==> src/rtl/uart_pkg.sv <==
// Shared UART constants and the divisor calculation used to seed the baud
// tick generator's reset divisor.
package uart_pkg;

  localparam int CLK_HZ      = 50_000_000;
  localparam int BAUD_9600   = 9_600;
  localparam int BAUD_19200  = 19_200;
  localparam int BAUD_38400  = 38_400;
  localparam int BAUD_57600  = 57_600;
  localparam int BAUD_115200 = 115_200;
  localparam int DEF_OVS     = 16;

  // Rounded fixed-point divisor clk_hz / (baud * ovs) with frac_w fraction bits.
  function automatic int div_fixed(input int clk_hz, input int baud, input int ovs,
                                   input int frac_w);
    longint num;
    longint den;
    num = longint'(clk_hz) <<< frac_w;
    den = longint'(baud) * longint'(ovs);
    return 32'((num + den / 2) / den);
  endfunction

  function automatic int div_int_of(input int clk_hz, input int baud, input int ovs,
                                    input int frac_w);
    return div_fixed(clk_hz, baud, ovs, frac_w) >>> frac_w;
  endfunction

  function automatic int div_frac_of(input int clk_hz, input int baud, input int ovs,
                                     input int frac_w);
    return div_fixed(clk_hz, baud, ovs, frac_w) & ((1 << frac_w) - 1);
  endfunction

endpackage

==> src/rtl/baud_tick_gen.sv <==
// Fractional-N oversample tick generator with bit and mid-bit ticks derived
// from the oversample phase; divisor writes are shadowed until a tick boundary.
module baud_tick_gen
  import uart_pkg::*;
#(
  parameter int N            = 16,
  parameter int F            = 4,
  parameter int OVS          = DEF_OVS,
  parameter int DEFAULT_DIV  = div_int_of(CLK_HZ, BAUD_9600, OVS, F),
  parameter int DEFAULT_FRAC = div_frac_of(CLK_HZ, BAUD_9600, OVS, F),
  localparam int P           = $clog2(OVS)
) (
  input  logic         clk,
  input  logic         rst,
  input  logic         en,
  input  logic         restart,
  input  logic         div_wr,
  input  logic [N-1:0] div_int,
  input  logic [F-1:0] div_frac,
  output logic         os_tick,
  output logic         bit_tick,
  output logic         mid_tick,
  output logic [P-1:0] os_phase,
  output logic         div_pend,
  output logic         div_err
);

  localparam logic [N-1:0] MIN_DIV   = N'(2);
  localparam logic [P-1:0] MID_PHASE = P'(OVS / 2);

  if (OVS < 2 || OVS > 64 || (OVS & (OVS - 1)) != 0 || DEFAULT_DIV < 2) begin : g_bad_cfg
    $error("baud_tick_gen: OVS must be a power of two in 2..64 and DEFAULT_DIV >= 2");
  end

  logic [N-1:0] cnt;
  logic [F-1:0] acc;
  logic [N-1:0] act_int, pend_int;
  logic [F-1:0] act_frac, pend_frac;

  logic         wr_low;
  logic [N-1:0] wr_int;
  logic [N-1:0] eff_int;
  logic [F-1:0] eff_frac;
  logic         reload;
  logic [F:0]   acc_sum;
  logic [N-1:0] cnt_reload;
  logic [P-1:0] phase_nxt;

  // A write landing on the applying edge takes effect on that very edge.
  always_comb begin
    wr_low   = div_int < MIN_DIV;
    wr_int   = wr_low ? MIN_DIV : div_int;
    eff_int  = act_int;
    eff_frac = act_frac;
    if (div_wr) begin
      eff_int  = wr_int;
      eff_frac = div_frac;
    end else if (div_pend) begin
      eff_int  = pend_int;
      eff_frac = pend_frac;
    end
    reload     = en && (cnt == '0);
    acc_sum    = {1'b0, acc} + {1'b0, eff_frac};
    cnt_reload = eff_int - N'(1) + N'(acc_sum[F]);
    phase_nxt  = os_phase + P'(1);
  end

  always_ff @(posedge clk or negedge rst) begin
    if (!rst) begin
      cnt       <= N'(DEFAULT_DIV - 1);
      acc       <= '0;
      act_int   <= N'(DEFAULT_DIV);
      act_frac  <= F'(DEFAULT_FRAC);
      pend_int  <= N'(DEFAULT_DIV);
      pend_frac <= F'(DEFAULT_FRAC);
      div_pend  <= 1'b0;
      div_err   <= 1'b0;
      os_phase  <= '0;
      os_tick   <= 1'b0;
      bit_tick  <= 1'b0;
      mid_tick  <= 1'b0;
    end else begin
      os_tick  <= 1'b0;
      bit_tick <= 1'b0;
      mid_tick <= 1'b0;

      if (div_wr) div_err <= wr_low;

      if (restart || reload) begin
        act_int  <= eff_int;
        act_frac <= eff_frac;
        div_pend <= 1'b0;
      end else if (div_wr) begin
        pend_int  <= wr_int;
        pend_frac <= div_frac;
        div_pend  <= 1'b1;
      end

      if (restart) begin
        cnt      <= eff_int - N'(1);
        acc      <= '0;
        os_phase <= '0;
      end else if (reload) begin
        cnt      <= cnt_reload;
        acc      <= acc_sum[F-1:0];
        os_phase <= phase_nxt;
        os_tick  <= 1'b1;
        bit_tick <= (phase_nxt == '0);
        mid_tick <= (phase_nxt == MID_PHASE);
      end else if (en) begin
        cnt <= cnt - N'(1);
      end
    end
  end

endmodule
==> config.mk <==
export PLATFORM = sky130hd
export DESIGN_NAME = baud_tick_gen
export DESIGN_NICKNAME = d
export VERILOG_FILES = /design/src/rtl/uart_pkg.sv /design/src/rtl/baud_tick_gen.sv
export SDC_FILE = /design/constraint.sdc
export NUM_CORES = 1
export LEC_CHECK = 0
export ABC_AREA = 0
export ABC_CLOCK_PERIOD_IN_PS = 6160
export BUFFER_PORTS_ARGS = -buffer_cell sky130_fd_sc_hd__buf_2
export CORE_UTILIZATION = 55
export DETAILED_ROUTE_END_ITERATION = 6
export PLACE_DENSITY = 0.74
export SYNTH_ARGS = -nofsm -noshare
export SYNTH_HDL_FRONTEND = slang
export SYNTH_SLANG_ARGS = --single-unit
==> constraint.sdc <==
create_clock -name clk -period 6.16 [get_ports clk]
set_input_delay 1.232 -clock clk [delete_from_list [all_inputs] [get_ports clk]]
set_output_delay 1.232 -clock clk [all_outputs]
set_load 0.005 [all_outputs]
==> results.json <==
{
  "power.switching_mw": 0.4204,
  "worst_slew_pin_slew_ns": 0.9893,
  "synth_area_per_cell_um2": 9.098,
  "core_area_um2": 8258,
  "rsz0062_at_grt": "no",
  "route.vias.total": 3978,
  "clockPowerShare": 0.327,
  "synth_largest_area_cell": "dfrtp_1",
  "path_class": "in2reg",
  "synth_seq_cells": 69,
  "cts.sinks": 69,
  "synth_top_area_frac": 0.2985,
  "overflow": 0,
  "pwr-share-comb": 0.237,
  "max_cap_viol_count": 0,
  "slew_headroom": 0.3405,
  "hold_violations": 0,
  "clock_latency_ns": 0.35,
  "remaining_drc_errors": 0,
  "ioPinCount": 34,
  "setup_viol": 0,
  "mappedNetlistArea_um2": 4695,
  "cp.depth": 13,
  "synthTopCellsByArea": "dfrtp_1, dfstp_2, mux2_2",
  "grt_start_max_net_pins": 70,
  "max_freq_mhz": 195.3,
  "cts_max_level": 3,
  "period_share": 0.8314,
  "dieWidth_um": 94.39,
  "grt_pass1_wl_mm": 18.11,
  "dieArea_um2": 8909,
  "gp_congestion": 0.8693,
  "path_clk_slew_ns": 0.08,
  "cp_cell_sequence": "buf_2, nor3_1, nand4_1, a31oi_1, ha_1, nor2b_1, o2bb2a_4, or3_1, or4_4, a221oi_4, o211ai_2, or3_1, o211ai_1",
  "critPathCaptureType": "flop",
  "holdBufCountCts": 0,
  "place_ws_ns": 0.7035,
  "critPathSlowestCell": "or4_4",
  "critical_path_required_ns": 6.44,
  "worstPathMaxFanout": 11,
  "status": "complete, no violations",
  "synthFlopType": "dfrtp_1",
  "p_int_mw": 0.8956,
  "power_mw": 1.316,
  "grt_pass1_vias": 3727,
  "critical_path.top_delay_family": "simple AND/OR/NAND/NOR gates",
  "grt_usage": 0.2645,
  "rr_worst_depth": 12,
  "antenna_found_initial": 0,
  "syn_inst": 516,
  "synth_edf_count": 0,
  "worst_slack_ns": 1.039,
  "synth-warning-count": 0,
  "cts_made_buffers": 9,
  "synth.distinct_cells": 68,
  "drt_pass1_iterations": 4,
  "hold_path_depth": 2,
  "swShare": 0.3195,
  "die_y_um": 94.39,
  "min_period_ns": 5.121,
  "drive_gt1_frac": 0.1793,
  "slowest_delay_ns": 0.61,
  "ant_nets": 0,
  "worst_setup_path_start_kind": "primary input",
  "fin_setup_tns_ns": 0,
  "cts_tree": "built",
  "synth_nets": 552,
  "min_path_type": "reg2reg",
  "drt_iter0_markers": 241,
  "clock_path_buffers": 2,
  "critPathArrivalTime_ns": 5.40,
  "ir_drop_v": 0.0001428,
  "final_util": 0.6241,
  "ys_seq_area_frac": 0.3713,
  "post-cts-setup-buffer-count": 0,
  "vias_per_cell": 6.158,
  "cp_common_cell": "or3_1",
  "maxSlewViolCount": 0,
  "powerDensity_nw_per_um2": 255.4,
  "ctsResizeCount": 0,
  "skew_ns": 0.004477,
  "p_leak_nw": 2.143,
  "hpwl_mm": 7.582,
  "fp-row-count": 33,
  "initial_core_util": 0.5685,
  "synth-async-reset-ratio": 1.000,
  "io_buffers": 33,
  "seq_power_share": 0.436,
  "area_growth_pct": 9.781,
  "worst-path-buf-inv": 1,
  "cts-root-buf": "clkbuf_8",
  "wl_per_cell_um": 17.02,
  "diodes": 0,
  "nNetsFinal": 572,
  "routed_wl_mm": 10.99
}
==> worst paths after layout <==
kind,slack [ns],end,startpoint
worst max-delay path,1.04,cnt[15]$_DFFE_PN0P_,div_int[6]
worst min-delay path,0.49,act_int[9]$_DFFE_PN0N_,act_int[9]$_DFFE_PN0N_
worst max register to register,1.86,cnt[15]$_DFFE_PN0P_,div_pend$_DFFE_PN0P_
worst min register to register,0.49,act_int[9]$_DFFE_PN0N_,act_int[9]$_DFFE_PN0N_
max in group asynchronous,4.53,pend_int[9]$_DFFE_PN0P_,rst
min in group asynchronous,1.07,os_phase[2]$_DFFE_PN0N_,rst
==> registers in the layout (all words and copies together) (netlist names) <==
name / flops
acc: 4
act_frac: 4
act_int: 16
bit_tick: 1
cnt: 16
div_err: 1
div_pend: 1
mid_tick: 1
os_phase: 4
os_tick: 1
pend_frac: 4
pend_int: 16
==> power groups by stage <==
stage | Clock, mW | Sequential (mW) | Combinational [mW]
detailed placement | 0 | 0.581 | 0.308
global route | 0.451 | 0.584 | 0.347
floorplan | 0 | 0.562 | 0.241
finish | 0.430 | 0.574 | 0.312
global placement | 0 | 0.577 | 0.297
CTS | 0.438 | 0.573 | 0.309
==> worst min-delay path, stage by stage (launching register included) <==
cell	delay, ns
dfrtp_1	0.34
nand2_1	0.04
o21ai_0	0.06
==> synthesized netlist by cell type (2+ instances only) <==
library cell / n
nand2_1: 58
o221ai_1: 2
a221o_1: 2
or4_1: 5
o21ai_1: 2
nor3_1: 14
and3_1: 3
a2bb2oi_1: 4
or3_1: 5
a21oi_1: 28
a31oi_1: 3
o31ai_1: 5
ha_1: 10
clkbuf_1: 26
and2_1: 2
xnor2_1: 23
mux2i_1: 21
a211oi_1: 7
buf_1: 2
nor2_1: 41
o21a_1: 5
o211ai_1: 11
a22oi_1: 4
nand2b_1: 5
o41ai_1: 4
nor3b_1: 4
dfrtp_1: 56
a21o_1: 5
buf_2: 3
nand4_1: 2
o21ai_0: 35
o2111ai_1: 3
mux2_1: 9
nor4_1: 8
or4b_1: 2
nor2b_1: 4
mux2_2: 20
inv_1: 7
dfstp_2: 13
nand3_1: 12
o32ai_1: 3
xor2_1: 12
==> placed cells by master, fill, tap and decap left out, types with 13 or more instances in the layout <==
cell and n:
nand2_1 58, dfrtp_1 56, nor2_1 41, o21ai_0 35, buf_2 33, a21oi_1 28
xnor2_1 23, mux2i_1 21, mux2_2 20, nor3_1 13, dfstp_2 13
==> cells by family (layout without fill, tap and decap cells) <==
| group | Yosys count | after routing | share of synthesized area |
|---|---|---|---|
| AO/OA/AOI/OAI | 137 | 137 | 0.2012 |
| XOR/XNOR | 35 | 35 | 0.06530 |
| adder cells (fa/ha/maj) | 11 | 11 | 0.03092 |
| buffers and inverters | 39 | 64 | 0.03198 |
| flip-flops | 69 | 69 | 0.3713 |
| multiplexers | 51 | 51 | 0.1175 |
| AND/OR/NAND/NOR | 174 | 174 | 0.1818 |
==> through the flow <==
step | cell area, µm² | instances | hold slack, ns
CTS | 5154 | 646 | 0.4868
finish | 5154 | 646 | 0.4887
floorplan | 4695 | 516 | 0.4422
global route | 5154 | 646 | 0.5009
global placement | 4928 | 630 | 0.4613
detailed placement | 4928 | 630 | 0.4711
==> metal layers <==
| metal | share of wire | GRT usage | vias up |
|---|---|---|---|
| li1 | - | - | 1934 |
| met1 | 0.48 | 0.3811 | 1902 |
| met2 | 0.45 | 0.3829 | 117 |
| met3 | 0.047 | 0.05717 | 25 |
| met4 | 0.026 | 0.1103 | 0 |
| met5 | 0 | 0 | - |
==> layout make-up <==
cell class                      count  area (µm²)
Timing Repair Buffer               40       217.7
Sequential cell                    69        1743
Clock inverter                      5       83.83
Inverter                            8       30.03
Clock buffer                       11       141.4
Multi-Input combinational cell    408        2806
Fill cell                         704        3104
Tap cell                          105       131.4
(Power assumes the default switching activity.)
